## config.mk

```make
export PLATFORM = sky130hd
export DESIGN_NAME = nds_rst_seq
export DESIGN_NICKNAME = d
export VERILOG_FILES = /design/src/rtl/nds_rst_seq.sv
export SDC_FILE = /design/constraint.sdc
export NUM_CORES = 1
export LEC_CHECK = 0
export BUFFER_PORTS_ARGS = -buffer_cell sky130_fd_sc_hd__buf_2
export CAP_MARGIN = 40
export CORE_ASPECT_RATIO = 0.6
export CORE_UTILIZATION = 55
export CTS_CLUSTER_DIAMETER = 50
export DETAILED_ROUTE_END_ITERATION = 12
export PLACE_DENSITY = 0.75
export SYNTH_ARGS = -nofsm -noshare
export SYNTH_HDL_FRONTEND = slang
export SYNTH_SLANG_ARGS = --single-unit
```

## constraint.sdc

```tcl
create_clock -name i_clk -period 3.07 [get_ports i_clk]
set_input_delay 0.307 -clock i_clk [delete_from_list [all_inputs] [get_ports i_clk]]
set_output_delay 0.307 -clock i_clk [all_outputs]
set_load 0.01 [all_outputs]
```

## src/rtl/nds_rst_seq.sv

```systemverilog
// ---------------------------------------------------------------------------
// nds_rst_seq
//
// Multi-channel reset synchroniser and sequencer for cluster reset domains
// that share one clock. The asynchronous active-low input reset has its
// deassertion synchronised, then NumChannels output resets are released in
// order (channel 0 first) with GapCycles clocks between releases. Once the
// power-on sequence is complete, each channel can be warm-reset on its own
// by software, with a one-cycle acknowledge when the hold finishes. A test
// mode routes i_rst_n straight to every output for scan.
//
// Optional build macro:
//   NDS_RST_SEQ_STATUS_EN - adds o_state (IDLE=0, SEQ=1, RUN=2) and
//                           o_warm_cnt (saturating count of accepted
//                           warm-reset requests across all channels).
//
// Ports:
//   i_clk         in   1            block clock
//   i_rst_n       in   1            async active-low reset, deassertion synchronised
//   i_test_mode   in   1            scan bypass: o_rst_n follows i_rst_n
//   i_sw_rst_req  in   NumChannels  per-channel warm-reset request (level)
//   o_rst_n       out  NumChannels  sequenced active-low resets
//   o_sw_rst_ack  out  NumChannels  one-cycle pulse when a warm reset completes
//   o_seq_done    out  1            high once the power-on sequence is done
//   o_state       out  2            FSM state (NDS_RST_SEQ_STATUS_EN only)
//   o_warm_cnt    out  8            accepted warm resets, saturating (NDS_RST_SEQ_STATUS_EN only)
// ---------------------------------------------------------------------------
module nds_rst_seq #(
    parameter int NumChannels = 4,
    parameter int SyncStages  = 2,
    parameter int GapCycles   = 4,
    parameter int HoldCycles  = 8
) (
    input  logic                   i_clk,
    input  logic                   i_rst_n,
    input  logic                   i_test_mode,
    input  logic [NumChannels-1:0] i_sw_rst_req,
    output logic [NumChannels-1:0] o_rst_n,
    output logic [NumChannels-1:0] o_sw_rst_ack,
    output logic                   o_seq_done
`ifdef NDS_RST_SEQ_STATUS_EN
    ,
    output logic [1:0]             o_state,
    output logic [7:0]             o_warm_cnt
`endif
);

    localparam int GW = (GapCycles > 1) ? $clog2(GapCycles) : 1;
    localparam int HW = (HoldCycles > 1) ? $clog2(HoldCycles) : 1;
    localparam int IW = (NumChannels > 1) ? $clog2(NumChannels) : 1;

    localparam logic [GW-1:0] GAP_LAST  = GW'(GapCycles - 1);
    localparam logic [HW-1:0] HOLD_LAST = HW'(HoldCycles - 1);
    localparam logic [IW-1:0] IDX_LAST  = IW'(NumChannels - 1);

    localparam logic [1:0] S_IDLE = 2'd0;
    localparam logic [1:0] S_SEQ  = 2'd1;
    localparam logic [1:0] S_RUN  = 2'd2;

    logic [SyncStages-1:0]  r_sync;
    logic                   w_rst_sync;

    logic [1:0]             r_state;
    logic [1:0]             w_state_nxt;
    logic [GW-1:0]          r_gap_cnt;
    logic [GW-1:0]          w_gap_nxt;
    logic [IW-1:0]          r_idx;
    logic [IW-1:0]          w_idx_nxt;
    logic [NumChannels-1:0] r_rel;
    logic [NumChannels-1:0] w_rel_nxt;

    logic [NumChannels-1:0] r_hold;
    logic [NumChannels-1:0] w_hold_nxt;
    logic [HW-1:0]          r_hold_cnt [NumChannels];
    logic [NumChannels-1:0] w_accept;
    logic [NumChannels-1:0] w_hold_end;

    logic [NumChannels-1:0] r_rst_out;
    logic [NumChannels-1:0] r_ack;
    logic                   r_done;

    // Deassertion synchroniser: shifts in 1 after i_rst_n releases, the
    // last stage is the synchronised reset release.
    always_ff @(posedge i_clk or negedge i_rst_n) begin
        if (!i_rst_n) begin
            r_sync <= '0;
        end else begin
            r_sync <= {r_sync[SyncStages-2:0], 1'b1};
        end
    end

    assign w_rst_sync = r_sync[SyncStages-1];

    // Sequencer next state. IDLE leaves on the edge that sets the last
    // synchroniser stage (its D input is already 1), so the first gap is
    // counted from the same edge on which the synchronised release appears.
    always_comb begin
        w_state_nxt = r_state;
        w_gap_nxt   = r_gap_cnt;
        w_idx_nxt   = r_idx;
        w_rel_nxt   = r_rel;
        case (r_state)
            S_IDLE: begin
                if (r_sync[SyncStages-2]) begin
                    w_state_nxt = S_SEQ;
                    w_gap_nxt   = '0;
                    w_idx_nxt   = '0;
                end
            end
            S_SEQ: begin
                if (w_rst_sync) begin
                    if (r_gap_cnt == GAP_LAST) begin
                        w_gap_nxt = '0;
                        for (int k = 0; k < NumChannels; k++) begin
                            if (r_idx == IW'(k)) begin
                                w_rel_nxt[k] = 1'b1;
                            end
                        end
                        if (r_idx == IDX_LAST) begin
                            w_state_nxt = S_RUN;
                        end else begin
                            w_idx_nxt = r_idx + 1'b1;
                        end
                    end else begin
                        w_gap_nxt = r_gap_cnt + 1'b1;
                    end
                end
            end
            S_RUN: begin
                w_state_nxt = S_RUN;
            end
            default: begin
                w_state_nxt = S_IDLE;
            end
        endcase
    end

    // Warm-reset control. A request is only taken in RUN by an idle channel;
    // requests arriving mid-hold or before RUN simply fall on the floor.
    always_comb begin
        w_accept   = '0;
        w_hold_end = '0;
        w_hold_nxt = '0;
        for (int k = 0; k < NumChannels; k++) begin
            w_accept[k]   = (r_state == S_RUN) && !r_hold[k] && i_sw_rst_req[k];
            w_hold_end[k] = r_hold[k] && (r_hold_cnt[k] == HOLD_LAST);
            w_hold_nxt[k] = w_accept[k] || (r_hold[k] && !w_hold_end[k]);
        end
    end

    always_ff @(posedge i_clk or negedge i_rst_n) begin
        if (!i_rst_n) begin
            r_state   <= S_IDLE;
            r_gap_cnt <= '0;
            r_idx     <= '0;
            r_rel     <= '0;
        end else begin
            r_state   <= w_state_nxt;
            r_gap_cnt <= w_gap_nxt;
            r_idx     <= w_idx_nxt;
            r_rel     <= w_rel_nxt;
        end
    end

    always_ff @(posedge i_clk or negedge i_rst_n) begin
        if (!i_rst_n) begin
            r_hold <= '0;
            for (int k = 0; k < NumChannels; k++) begin
                r_hold_cnt[k] <= '0;
            end
        end else begin
            r_hold <= w_hold_nxt;
            for (int k = 0; k < NumChannels; k++) begin
                if (w_accept[k] || w_hold_end[k]) begin
                    r_hold_cnt[k] <= '0;
                end else if (r_hold[k]) begin
                    r_hold_cnt[k] <= r_hold_cnt[k] + 1'b1;
                end
            end
        end
    end

    // Outputs come straight from flops fed with the next-state values, so a
    // release or warm-reset entry shows on the same edge that decides it and
    // no combinational path exists from i_sw_rst_req to o_rst_n.
    always_ff @(posedge i_clk or negedge i_rst_n) begin
        if (!i_rst_n) begin
            r_rst_out <= '0;
            r_ack     <= '0;
            r_done    <= 1'b0;
        end else begin
            r_rst_out <= w_rel_nxt & ~w_hold_nxt;
            r_ack     <= w_hold_end;
            r_done    <= (w_state_nxt == S_RUN);
        end
    end

    // Scan bypass. This select is the spot for the glitch-free tech mux cell;
    // i_test_mode is static during scan so the select never toggles live.
    assign o_rst_n      = i_test_mode ? {NumChannels{i_rst_n}} : r_rst_out;
    assign o_sw_rst_ack = r_ack & {NumChannels{~i_test_mode}};
    assign o_seq_done   = r_done & ~i_test_mode;

`ifdef NDS_RST_SEQ_STATUS_EN
    localparam int CW = $clog2(NumChannels + 1);

    logic [7:0]    r_warm_cnt;
    logic [CW-1:0] w_accept_cnt;
    logic [8:0]    w_warm_sum;

    // Several channels can be accepted on one edge, so add the population
    // count of accepts and clamp at 255.
    always_comb begin
        w_accept_cnt = '0;
        for (int k = 0; k < NumChannels; k++) begin
            w_accept_cnt = w_accept_cnt + CW'(w_accept[k]);
        end
        w_warm_sum = {1'b0, r_warm_cnt} + 9'(w_accept_cnt);
    end

    always_ff @(posedge i_clk or negedge i_rst_n) begin
        if (!i_rst_n) begin
            r_warm_cnt <= '0;
        end else if (w_warm_sum > 9'd255) begin
            r_warm_cnt <= 8'd255;
        end else begin
            r_warm_cnt <= w_warm_sum[7:0];
        end
    end

    assign o_state    = r_state;
    assign o_warm_cnt = r_warm_cnt;
`endif

endmodule

```

==> results.py, run 1 <==
metrics = {
    "status": {
        "outcome": "complete, no violations",
    },
    "sta": {
        "setup_tns_ns": 0,
        "grt_setup_unrepaired": "no",
        "period_share_pct": 45.9,
        "finClkSkew_ns": 0.00450,
        "final_critical_path_setup_slack_ns": 1.66,
        "achievable-frequency_mhz": 710,
        "final.hold.worst_slack_ns": 0.0643,
        "final_setup_fails": 0,
        "final_hold_viol_count": 0,
        "finalMaxSlewViolations": 0,
        "clock_period_minus_final_worst_setup_slack_ns": 1.41,
    },
    "critical_path": {
        "crit_required_ns": 3.25,
        "critPathArrivalTime_ns": 1.59,
        "cp_slowest_stage_delay_ns": 0.41,
        "cp_cell_sequence": "ha_1 -> and4b_4 -> a21o_1 -> and2b_1",
        "crit_path_top_delay_cell": "sky130_fd_sc_hd__dfrtp_1",
        "reg2reg_from": "r_gap_cnt[0]",
        "setup.worst_path.start": "r_gap_cnt[0]",
        "endpoint_kind": "register",
        "classification_of_the_worst_setup_path": "reg -> reg",
        "critical-path-top-delay-family": "simple AND/OR/NAND/NOR gates",
        "worstSetupStartpointType": "register",
        "crit_path_max_fo": 5,
        "critical_path_buf_inv_count": 0,
    },
    "logic_synthesis": {
        "count_of_unique_library_cells_instantiated_by_yosys": 36,
        "synth_top_cells_by_area": "sky130_fd_sc_hd__dfrtp_1 (53%), sky130_fd_sc_hd__ha_1 (9.2%), sky130_fd_sc_hd__nand2b_1 (4.3%)",
        "yosys.area.top_type_share_pct": 52.5,
        "yosysTopAreaCell": "sky130_fd_sc_hd__dfrtp_1",
        "syn_avg_cell_area_um2": 11.6,
        "dominant_cell_by_count_in_the_synthesized_netlist": "sky130_fd_sc_hd__dfrtp_1",
        "syn_nets": 172,
        "number_of_synthesized_flops_with_an_enable_pin": 0,
        "synth.top_cells.by_count": "sky130_fd_sc_hd__dfrtp_1 (37), sky130_fd_sc_hd__ha_1 (13), sky130_fd_sc_hd__nand2b_1 (12)",
        "netlist_instances": 152,
        "mappedNetlistArea_um2": 1760,
        "ys_seq_area_share_pct": 52.5,
        "synth-warning-count": 0,
        "yosys_most_used_dff": "sky130_fd_sc_hd__dfrtp_1",
        "synthArstFlopShare_pct": 100,
        "postSynthRegisterBits": 37,
    },
    "placement": {
        "worst_slack_at_placement_ns": 1.67,
        "place.detailed.hpwl_mm": 2.02,
        "io_buffer_count": 15,
        "gp_congestion": 0.796,
    },
    "power": {
        "irDropWorstVdd_mv": 0.364,
        "power_leakage_nw": 0.988,
        "power_report.internal_total_w": 0.000911,
        "p_total_w": 0.00127,
        "share_seq_of_total_power_pct": 51.5,
        "power.switching_w": 0.000359,
        "clock_power_share_pct": 26.1,
        "swShare_pct": 28.3,
        "share_comb_of_total_power_pct": 22.5,
        "power-per-cell-area_nw_per_um2": 650,
    },
    "drt": {
        "drt-total-wl_mm": 2.78,
        "dr_total_vias": 1106,
        "average_vias_per_placed_instance": 5.19,
        "avgRoutedWirePerCell_um": 13.0,
        "dr.first_iter.drc_count": 47,
        "first_pass_iters": 4,
        "post-route-drc-count": 0,
        "postRouteAntennaNets": 0,
    },
    "cts": {
        "cts_root_buf": "sky130_fd_sc_hd__clkbuf_8",
        "cts_buffer_count": 5,
        "holdBufCountCts": 0,
        "clk_path_buf_depth": 2,
        "clk-insertion-delay-late_ns": 0.29,
        "cts-htree-levels": 2,
        "path_clk_slew_ns": 0.07,
        "cts_resized": 0,
        "clock-sinks": 37,
        "tritoncts_clock_tree": "yes",
        "post_cts_buffers": 0,
    },
    "flow_run": {
        "drv.max_cap_violation_count": 0,
    },
    "final_layout": {
        "syn_to_final_growth_pct": 10.9,
        "fin_nets": 191,
        "post_route_cells_drive_above_1_share_pct": 17.0,
        "final_util_pct": 65.9,
        "antenna-diode-count": 0,
    },
    "global_route": {
        "global_route.usage.total_pct": 19.0,
        "grt_pass1_vias": 1073,
        "grt_first_pass_wirelength_mm": 4.58,
        "grt_max_degree": 38,
        "grt_remaining_overflow": 0,
        "antenna_found_initial": 0,
    },
    "floorplanning": {
        "chipHeight_um": 45.9,
        "boundaryPins": 16,
        "floorplan.initialDensity_pct": 59.5,
        "die_w_um": 75.1,
        "floorplan.core_area_um2": 2970,
        "floorplan.die_area_um2": 3440,
        "number_of_placement_rows": 15,
    },
    "hold_path": {
        "worst_hold_path_type": "in -> async",
    },
}
registers in the layout, summed over array words and instances (netlist names):
signal      flops
r_ack           4
r_done          1
r_gap_cnt       2
r_hold          4
r_hold_cnt     12
r_idx           2
r_rel           4
r_rst_out       4
r_state         2
r_sync          2
cell type report:
type	instances	area (µm²)
timing repair buffer	16	82.6
inverter	10	37.5
multi-input combinational	101	771
tap	42	52.6
sequential	37	926
clock buffer	7	86.3
fill	254	1010
layout by cell type (no fill, tap or decap), types with 2 or more instances in the layout:
cell	instances
sky130_fd_sc_hd__o211ai_1	2
sky130_fd_sc_hd__nand2_1	4
sky130_fd_sc_hd__and4bb_1	3
sky130_fd_sc_hd__nand3b_1	4
sky130_fd_sc_hd__and2_1	4
sky130_fd_sc_hd__o21ai_0	4
sky130_fd_sc_hd__a21o_1	6
sky130_fd_sc_hd__buf_2	15
sky130_fd_sc_hd__a21oi_1	8
sky130_fd_sc_hd__clkbuf_8	6
sky130_fd_sc_hd__dfrtp_1	37
sky130_fd_sc_hd__mux2_2	2
sky130_fd_sc_hd__nand3_1	4
sky130_fd_sc_hd__and2b_1	3
sky130_fd_sc_hd__ha_1	13
sky130_fd_sc_hd__inv_1	9
sky130_fd_sc_hd__nor2b_1	7
sky130_fd_sc_hd__mux2i_1	2
sky130_fd_sc_hd__nand2b_1	12
sky130_fd_sc_hd__nor2_1	7
sky130_fd_sc_hd__o21ai_1	3
metal layers:
| metal | wire length, µm | track usage, % |
|---|---|---|
| met5 | 0 | 0 |
| met4 | 16 | 4.53 |
| met3 | 93 | 7.96 |
| met2 | 1310 | 32.6 |
| met1 | 1360 | 22.4 |
path summary, 6_finish.rpt:
kind / endpoint / cells past startpoint / slack [ns]
min reg2reg: r_sync[1] / 0 / 0.42
min in group i_clk: r_sync[1] / 0 / 0.42
max: r_rst_out[0] / 4 / 1.66
max reg2reg: r_rst_out[0] / 4 / 1.66
max in group asynchronous: r_rel[1] / 2 / 2.69
min: r_ack[2] / 2 / 0.06
power by group through the flow:
stage	Clock [W]	Combinational (W)	Sequential, W
floorplan	0	0.000226	0.000635
global placement	0	0.000275	0.000654
detailed placement	0	0.000288	0.000660
CTS	0.000337	0.000290	0.000652
global route	0.000361	0.000322	0.000666
finish	0.000331	0.000286	0.000654
per-stage QoR:
stage | cell area (µm²) | std cells
2_1_floorplan | 1760 | 152
3_3_place_gp | 1870 | 206
3_5_place_dp | 1870 | 206
4_1_cts | 1960 | 213
5_1_grt | 1960 | 213
6_report | 1960 | 213
cell families (layout without fill, tap and decap cells):
logic type / Yosys count / in the layout / synth area share [%]
AOI/OAI and AO/OA: 29 / 29 / 10.7
buffers and inverters: 14 / 33 / 3.76
other: 1 / 1 / 0.213
and+or+nand+nor: 54 / 54 / 21.1
muxes: 4 / 4 / 2.41
DFF: 37 / 37 / 52.5
adders and majority gates: 13 / 13 / 9.23
No activity file was read; power rests on OpenSTA's default activity.
==> inputs of run 2 (changes only) <==
--- a/config.mk
+++ b/config.mk
@@ -8,10 +8,10 @@
 export BUFFER_PORTS_ARGS = -buffer_cell sky130_fd_sc_hd__buf_2
 export CAP_MARGIN = 40
 export CORE_ASPECT_RATIO = 0.6
-export CORE_UTILIZATION = 55
+export CORE_UTILIZATION = 52
 export CTS_CLUSTER_DIAMETER = 50
 export DETAILED_ROUTE_END_ITERATION = 12
-export PLACE_DENSITY = 0.75
+export PLACE_DENSITY = 0.74
 export SYNTH_ARGS = -nofsm -noshare
 export SYNTH_HDL_FRONTEND = slang
 export SYNTH_SLANG_ARGS = --single-unit
==> constraint.sdc (replaced) <==
create_clock -name i_clk -period 1.2 [get_ports i_clk]
set_input_delay 0.12 -clock i_clk [delete_from_list [all_inputs] [get_ports i_clk]]
set_output_delay 0.12 -clock i_clk [all_outputs]
set_load 0.01 [all_outputs]
==> results.py, run 2 (same netlist as run 1, synthesis figures left out) <==
metrics = {
    "cts": {
        "clk_path_buf_depth": 2,
        "tritoncts_clock_tree": "yes",
        "cts_root_buf": "sky130_fd_sc_hd__clkbuf_8",
        "cts_buffer_count": 5,
        "clk-insertion-delay-late_ns": 0.29,
        "path_clk_slew_ns": 0.08,
        "cts-htree-levels": 2,
        "clock-sinks": 37,
    },
    "critical_path": {
        "reg2reg_slack_ns": -0.17,
        "worstSetupStartpointType": "register",
        "cp_capture_point": "r_idx[0]",
        "endpoint_kind": "register",
        "timing.rr.end": "r_idx[0]",
        "crit_path_top_delay_cell": "sky130_fd_sc_hd__dfrtp_1",
        "cp_cell_sequence": "ha_2 -> nand4b_4 -> or3_4 -> o211ai_1",
        "critical_path_buf_inv_count": 0,
        "reg2reg_from": "r_idx[1]",
        "critical_path_cell_count": 4,
        "reg2reg_depth": 4,
        "critPathArrivalTime_ns": 1.56,
        "cp_slowest_stage_delay_ns": 0.42,
        "classification_of_the_worst_setup_path": "reg -> reg",
        "setup.worst_path.start": "r_idx[1]",
        "critical-path-top-delay-family": "simple AND/OR/NAND/NOR gates",
        "crit_path_max_fo": 4,
        "crit_required_ns": 1.39,
    },
    "drt": {
        "post-route-drc-count": 0,
        "drt-total-wl_mm": 3.95,
        "dr_total_vias": 1300,
        "postRouteAntennaNets": 0,
        "dr.first_iter.drc_count": 69,
        "avgRoutedWirePerCell_um": 15.9,
        "first_pass_iters": 5,
        "average_vias_per_placed_instance": 5.24,
    },
    "floorplanning": {
        "die_w_um": 77.2,
        "floorplan.die_area_um2": 3630,
        "floorplan.initialDensity_pct": 58.0,
        "number_of_placement_rows": 15,
        "chipHeight_um": 47.1,
        "floorplan.core_area_um2": 3040,
        "boundaryPins": 16,
    },
    "placement": {
        "worst_slack_at_placement_ns": -0.110,
        "post_dp_cell_area_um2": 2090,
        "gp_congestion": 0.798,
        "io_buffer_count": 15,
        "place.detailed.hpwl_mm": 2.58,
    },
    "final_layout": {
        "layout.cells.most_common": "sky130_fd_sc_hd__dfrtp_1",
        "final_instance_area_um2": 2380,
        "fillCellCount": 190,
        "layout.cells.most_common_list": "sky130_fd_sc_hd__dfrtp_1 (35), sky130_fd_sc_hd__buf_4 (31), sky130_fd_sc_hd__buf_2 (15)",
        "fin_nets": 225,
        "antenna-diode-count": 0,
        "post_route_cells_drive_above_1_share_pct": 45.1,
        "top_register": "r_hold_cnt",
        "largest_register_ff_count": 12,
        "syn_to_final_growth_pct": 35.3,
    },
    "sta": {
        "final_critical_path_setup_slack_ns": -0.166,
        "final_hold_viol_count": 0,
        "achievable-frequency_mhz": 732,
        "setup_tns_ns": -0.921,
        "period_share_pct": 114,
        "grt_setup_unrepaired": "yes",
        "finalMaxSlewViolations": 0,
        "clock_period_minus_final_worst_setup_slack_ns": 1.37,
        "finClkSkew_ns": 0.00824,
        "final_setup_fails": 11,
    },
    "global_route": {
        "antenna_found_initial": 0,
        "grt_pass1_vias": 1305,
        "global_route.usage.total_pct": 23.2,
        "grt_max_degree": 38,
        "grt_first_pass_wirelength_mm": 5.97,
        "grt_remaining_overflow": 0,
    },
    "status": {
        "outcome": "complete, but fails checks",
        "violations": "negative setup slack",
    },
    "hold_path": {
        "worst_hold_path_type": "in -> reg",
    },
    "power": {
        "power-per-cell-area_nw_per_um2": 1620,
        "irDropWorstVdd_mv": 0.768,
        "power_leakage_nw": 1.16,
    },
    "flow_run": {
        "drv.max_cap_violation_count": 0,
    },
}
-- run 2: metal layers --
layer | global-route usage (%) | vias up | part of all wire [%]
met3 | 5.83 | 8 | 3.0
met1 | 26.7 | 647 | 45
met2 | 41.6 | 20 | 50
met5 | 0 | - | 0
li1 | - | 625 | -
met4 | 14.3 | 0 | 1.9
-- run 2: where the power goes --
| group | leakage [nW] | total [W] | internal [W] | switching (W) |
|---|---|---|---|---|
| registers | 0.449 | 0.00167 | 0.00150 | 0.000174 |
| logic | 0.664 | 0.00128 | 0.000743 | 0.000538 |
| clock network | 0.0512 | 0.000920 | 0.000465 | 0.000455 |
| total | 1.16 | 0.00387 | 0.00270 | 0.00117 |
-- run 2: what timing repair did --
action | CTS | global route
pin swaps | 9 | 9
endpoints found under the hold margin | 37 | 0
endpoints found under the setup margin | 17 | 18
setup buffers | 6 | 6
gates cloned | 0 | 0
hold buffers | 1 | 0
resized for setup | 12 | 13
-- run 2: worst reg2reg max path: stages, from the launching register on --
cell                       delay, ns
sky130_fd_sc_hd__dfrtp_1        0.42
sky130_fd_sc_hd__ha_2           0.20
sky130_fd_sc_hd__nand4b_4       0.18
sky130_fd_sc_hd__or3_4          0.35
sky130_fd_sc_hd__o211ai_1       0.12
-- run 2: layout make-up --
cell class | count | area (µm²) | area share [%]
clock buffers | 6 | 82.6 | 3.46
clock inverters | 2 | 13.8 | 0.577
flip-flops and latches | 37 | 928 | 38.9
well taps | 42 | 52.6 | 2.20
repair buffers | 50 | 352 | 14.7
multi-input cells | 101 | 918 | 38.5
inverters | 10 | 37.5 | 1.57
-- run 2: stage by stage --
step / utilization (%) / hold WS [ns] / instances / power (W)
2_1_floorplan: - / -0.176 / 152 / 0.00225
3_3_place_gp: 68.7 / 0.224 / 227 / 0.00257
3_5_place_dp: 68.7 / 0.227 / 227 / 0.00265
4_1_cts: 75.2 / 0.249 / 242 / 0.00372
5_1_grt: 78.4 / 0.274 / 248 / 0.00408
6_report: 78.4 / 0.274 / 248 / 0.00387
-- run 2: worst min-delay path by stage --
stage               startpoint             end  cells after the start
6_report       i_sw_rst_req[3]       r_hold[3]                      3
3_5_place_dp           i_rst_n  r_hold_cnt[10]                      2
2_1_floorplan          i_rst_n        r_ack[0]                      0
5_1_grt        i_sw_rst_req[2]   r_hold_cnt[4]                      3
3_3_place_gp           i_rst_n  r_hold_cnt[11]                      2
4_1_cts        i_sw_rst_req[2]   r_hold_cnt[5]                      3
